File: config.mk
export PLATFORM = sky130hd
export DESIGN_NAME = mem_arbiter
export DESIGN_NICKNAME = d
export VERILOG_FILES = /design/src/rtl/mem_arbiter.sv
export SDC_FILE = /design/constraint.sdc
export NUM_CORES = 1
export LEC_CHECK = 0
export CAP_MARGIN = 30
export CORE_ASPECT_RATIO = 0.5
export CORE_MARGIN = 5
export CORE_UTILIZATION = 38
export DETAILED_ROUTE_END_ITERATION = 7
export GPL_ROUTABILITY_DRIVEN = 1
export PLACE_DENSITY_LB_ADDON = 0.15
export SYNTH_ARGS = -nofsm -noshare
export SYNTH_HDL_FRONTEND = slang
export SYNTH_SLANG_ARGS = --single-unit
File: constraint.sdc
create_clock -name clk -period 7 [get_ports clk]
set_clock_uncertainty 0.2 [all_clocks]
set_input_delay 0.7 -clock clk [delete_from_list [all_inputs] [get_ports clk]]
set_output_delay 0.7 -clock clk [all_outputs]
set_load 0.005 [all_outputs]
File: src/rtl/mem_arbiter.sv
// Arbiter sharing one single-ported memory between instruction fetch and data access,
// with programmable access latency, fetch anti-starvation and a halt/dump sequence.
module mem_arbiter #(
    parameter int LATENCY    = 2,
    parameter int STARVE_MAX = 3
) (
    input  logic        clk,
    input  logic        rst,
    input  logic        if_req,
    input  logic [15:0] if_addr,
    output logic [15:0] if_rdata,
    output logic        if_done,
    output logic        if_stall,
    input  logic        d_req,
    input  logic        d_wr,
    input  logic [15:0] d_addr,
    input  logic [15:0] d_wdata,
    output logic [15:0] d_rdata,
    output logic        d_done,
    output logic        d_stall,
    input  logic        halt,
    output logic        mem_enable,
    output logic        mem_wr,
    output logic [15:0] mem_addr,
    output logic [15:0] mem_data_in,
    output logic        mem_createdump,
    input  logic [15:0] mem_data_out
);

    typedef enum logic [2:0] {
        S_IDLE,
        S_IF_ACC,
        S_D_ACC,
        S_DUMP,
        S_HALTED
    } state_t;

    localparam logic [3:0] LAT_CNT = 4'(LATENCY);
    localparam logic [1:0] STARVE_LIM = 2'(STARVE_MAX);

    state_t      r_state;
    state_t      w_next;
    logic [3:0]  r_cnt;
    logic [1:0]  r_starve;
    logic        r_halt;
    logic        r_if_done;
    logic        r_d_done;
    logic [15:0] r_if_rdata;
    logic [15:0] r_d_rdata;

    logic w_if_elig;
    logic w_d_elig;
    logic w_last;
    logic w_grant_if;
    logic w_grant_d;

    // A port whose done pulse is high is still holding its request; it must not be re-granted.
    assign w_if_elig  = if_req & ~r_if_done;
    assign w_d_elig   = d_req & ~r_d_done;
    assign w_last     = (r_cnt == LAT_CNT);
    assign w_grant_if = (r_state == S_IDLE) && (w_next == S_IF_ACC);
    assign w_grant_d  = (r_state == S_IDLE) && (w_next == S_D_ACC);

    // NOTE: every clocked process uses non-blocking assignments so all registers see pre-edge values.
    always_ff @(posedge clk or posedge rst) begin
        if (rst) begin
            r_state <= S_IDLE;
        end else begin
            r_state <= w_next;
        end
    end

    always_comb begin
        w_next = r_state;
        case (r_state)
            S_IDLE: begin
                if (r_halt) begin
                    w_next = S_DUMP;
                end else if (w_if_elig && w_d_elig) begin
                    w_next = (r_starve == STARVE_LIM) ? S_IF_ACC : S_D_ACC;
                end else if (w_if_elig) begin
                    w_next = S_IF_ACC;
                end else if (w_d_elig) begin
                    w_next = S_D_ACC;
                end
            end
            S_IF_ACC, S_D_ACC: begin
                if (w_last) w_next = S_IDLE;
            end
            S_DUMP:   w_next = S_HALTED;
            S_HALTED: w_next = S_HALTED;
            default:  w_next = S_IDLE;
        endcase
    end

    always_comb begin
        mem_enable     = 1'b0;
        mem_wr         = 1'b0;
        mem_addr       = 16'h0000;
        mem_data_in    = 16'h0000;
        mem_createdump = 1'b0;
        case (r_state)
            S_IF_ACC: begin
                mem_enable = 1'b1;
                mem_addr   = if_addr;
            end
            S_D_ACC: begin
                mem_enable  = 1'b1;
                mem_addr    = d_addr;
                mem_data_in = d_wdata;
                // Store strobe only on the final cycle so each store writes exactly once.
                mem_wr      = d_wr & w_last;
            end
            S_DUMP:  mem_createdump = 1'b1;
            default: ;
        endcase
    end

    always_ff @(posedge clk or posedge rst) begin
        if (rst) begin
            r_cnt      <= 4'd0;
            r_starve   <= 2'd0;
            r_halt     <= 1'b0;
            r_if_done  <= 1'b0;
            r_d_done   <= 1'b0;
            r_if_rdata <= 16'h0000;
            r_d_rdata  <= 16'h0000;
        end else begin
            r_halt    <= r_halt | halt;
            r_if_done <= (r_state == S_IF_ACC) && w_last;
            r_d_done  <= (r_state == S_D_ACC) && w_last;

            if (w_grant_if || w_grant_d) begin
                r_cnt <= 4'd1;
            end else if ((r_state == S_IF_ACC || r_state == S_D_ACC) && !w_last) begin
                r_cnt <= r_cnt + 4'd1;
            end else begin
                r_cnt <= 4'd0;
            end

            if (w_grant_if) begin
                r_starve <= 2'd0;
            end else if (w_grant_d && w_if_elig && r_starve != 2'd3) begin
                r_starve <= r_starve + 2'd1;
            end

            if (r_state == S_IF_ACC && w_last) begin
                r_if_rdata <= mem_data_out;
            end
            if (r_state == S_D_ACC && w_last && !d_wr) begin
                r_d_rdata <= mem_data_out;
            end
        end
    end

    assign if_rdata = r_if_rdata;
    assign if_done  = r_if_done;
    assign if_stall = if_req & ~r_if_done;
    assign d_rdata  = r_d_rdata;
    assign d_done   = r_d_done;
    assign d_stall  = d_req & ~r_d_done;

endmodule

==> qor.yml <==
status:
  status: "completed"
setup_path:
  critical-path-max-stage-delay_ns: 0.63
  path_cells: "nor3b_4 -> buf_8 -> and3_1 -> clkdlybuf4s50_1"
  cp_top_family: "simple AND/OR/NAND/NOR gates"
  required_ns: 6.10
  end_kind: "output port"
  cp_slowest_cell: "nor3b_4"
  critPathBufInv: 2
  critPathKind: "reg -> out"
  path_max_fanout: 23
  startpoint_type: "register"
  critPathArrivalTime_ns: 2.33
final_layout:
  layout_commonest_cell: "clkdlybuf4s50_1"
  finalNetCount: 374
  final_cell_area_um2: 3641
  layout-drive-gt1-share_pct: 16.94
  area_delta_synth_final_pct: 75.20
  final_cell_mix: "clkdlybuf4s50_1, dfrtp_1, mux2_2, and2_1, a22o_1"
  utilization_pct: 67.47
  diodes: 0
logic_synthesis:
  netlist_area_um2: 2078
  yosys_most_used_dff: "dfrtp_1"
  async_flop_share_pct: 100.0
  synth.distinct_cells: 27
  synthCells: 161
  syn_nets: 234
  ys_seq_area_share_pct: 52.98
  synth_edf_count: 0
  avgSynthCellArea_um2: 12.91
  ys_seq_elements: 44
  yosysWarnings: 0
timing:
  whs_ns: 0.3049
  fin_tns_setup_ns: 0
  worst_slew_pin_slew_ns: 0.8277
  fin_crit_sh_pct: 46.14
  maxSlewViolCount: 0
  max_freq_mhz: 309.6
  rsz0062_at_grt: "no"
  setup_violations: 0
  finalHoldViolCount: 0
  maxSlewHeadroom_pct: 44.76
  period_minus_slack_ns: 3.230
route:
  routedWlPerCell_um: 16.49
  routed_wl_um: 6166
  dr_wl_met2_um: 3007
  wl_met3_um: 507
  initialDrtViolationCount: 48
  via_count: 1785
  viasPerCell: 4.773
  ant_nets: 0
  top_layer: "met4"
  drc_errors: 0
  met1Wirelength_um: 2556
  dr.pass1.iters: 3
die:
  dieArea_um2: 7138
  core_um2: 5396
  ios: 141
  die-height_um: 62.30
  start_util_pct: 38.51
  die_w_um: 114.6
  row_count: 19
cts:
  htree_levels: 2
  clk_path_buf_depth: 2
  cts-buffers-inserted: 5
  cts.clk_slew.worst_paths_ns: 0.07
  clkLatencyLatePin_ns: 0.28
  cts_sinks: 44
  cts_tree: "built"
  cts_setup_buffers: 0
  cts.repair.resized: 0
  cts.hold.buffers_added: 0
  cts-root-buf: "clkbuf_8"
grt:
  overflow: 0
  grt_pass1_wl_um: 9998
  grt_antenna_before_repair: 0
  grt_pass1_vias: 1967
  grt_start_max_net_pins: 45
  grt.total_usage_pct: 17.48
place:
  post-dp-hpwl_um: 4850
  post_dp_cell_area_um2: 3545
  portBuffers: 140
  place.gp.congestion: 0.8698
pwr:
  totalPowerFinal_mw: 1.206
  powerDensity_nw_per_um2: 331.3
  p_leak_nw: 1.536
  ir_worst_vdd_mv: 0.2018
flow_run:
  maxCapViolations: 0
worst_hold_path:
  hold_class: "reg -> reg"
==> cells in the mapped netlist, types with 3 or more instances <==
library cell	count	area share [%]
dfrtp_1	44	53
inv_1	4	0.72
nor3b_4	3	2.7
ha_1	3	1.8
mux2_2	34	18
nor2_1	6	1.1
a22o_1	16	6.7
clkbuf_1	4	0.72
and2_1	18	5.4
o21ai_0	3	0.72
buf_2	3	0.72
==> state kept, by name, indices dropped and copies added (netlist names) <==
signal and flops:
if_rdata 16, if_done 1, r_halt 1, r_cnt 4
r_state 3, d_done 1, d_rdata 16, r_starve 2
==> layout make-up <==
type | instances | area (um^2)
Fill cell | 423 | 1755
Multi-Input combinational cell | 104 | 913.4
Inverter | 4 | 15.01
Clock buffer | 7 | 96.34
Tap cell | 73 | 91.34
Sequential cell | 44 | 1101
Timing Repair Buffer | 142 | 1424
==> metal layers <==
layer  GRT usage [%]  vias to the layer above
li1                -                      849
met1           21.03                      850
met2           30.29                       75
met3           5.238                       11
met4           4.889                        0
met5               0                        -
==> path summary, 6_finish.rpt <==
check | depth (start not counted) | slack [ns] | start | endpoint
setup / recovery | 4 | 3.77 | r_state[1] | mem_wr
hold / removal | 1 | 0.30 | if_rdata[13] | if_rdata[13]
setup reg to reg | 4 | 4.17 | r_state[1] | d_rdata[6]
hold reg to reg | 1 | 0.30 | if_rdata[13] | if_rdata[13]
max in group asynchronous | 3 | 5.58 | rst | if_rdata[13]
min in group asynchronous | 3 | 0.65 | rst | if_rdata[15]
==> per-stage QoR <==
step | instances | setup slack [ns]
after floorplan | 161 | 4.787
final | 374 | 3.770
after global placement | 366 | 3.925
after detailed placement | 367 | 4.079
after CTS | 374 | 3.754
after global routing | 374 | 3.636
==> cells by family (layout without fill, tap and decap cells) <==
logic type | after synthesis | after routing | synth area share (%)
flip-flops | 44 | 44 | 52.98
AO/OA/AOI/OAI | 24 | 24 | 9.392
buffers and inverters | 13 | 153 | 3.070
XOR/XNOR | 2 | 2 | 0.8430
multiplexers | 34 | 34 | 18.42
AND/OR/NAND/NOR | 41 | 41 | 13.49
adder cells (fa/ha/maj) | 3 | 3 | 1.806
==> power breakdown <==
group | internal (mW) | switching (mW) | total [mW]
combinational | 0.427 | 0.205 | 0.632
clock | 0.0878 | 0.0773 | 0.165
sequential | 0.345 | 0.0636 | 0.409
total | 0.860 | 0.346 | 1.21
(Power assumes the default switching activity.)
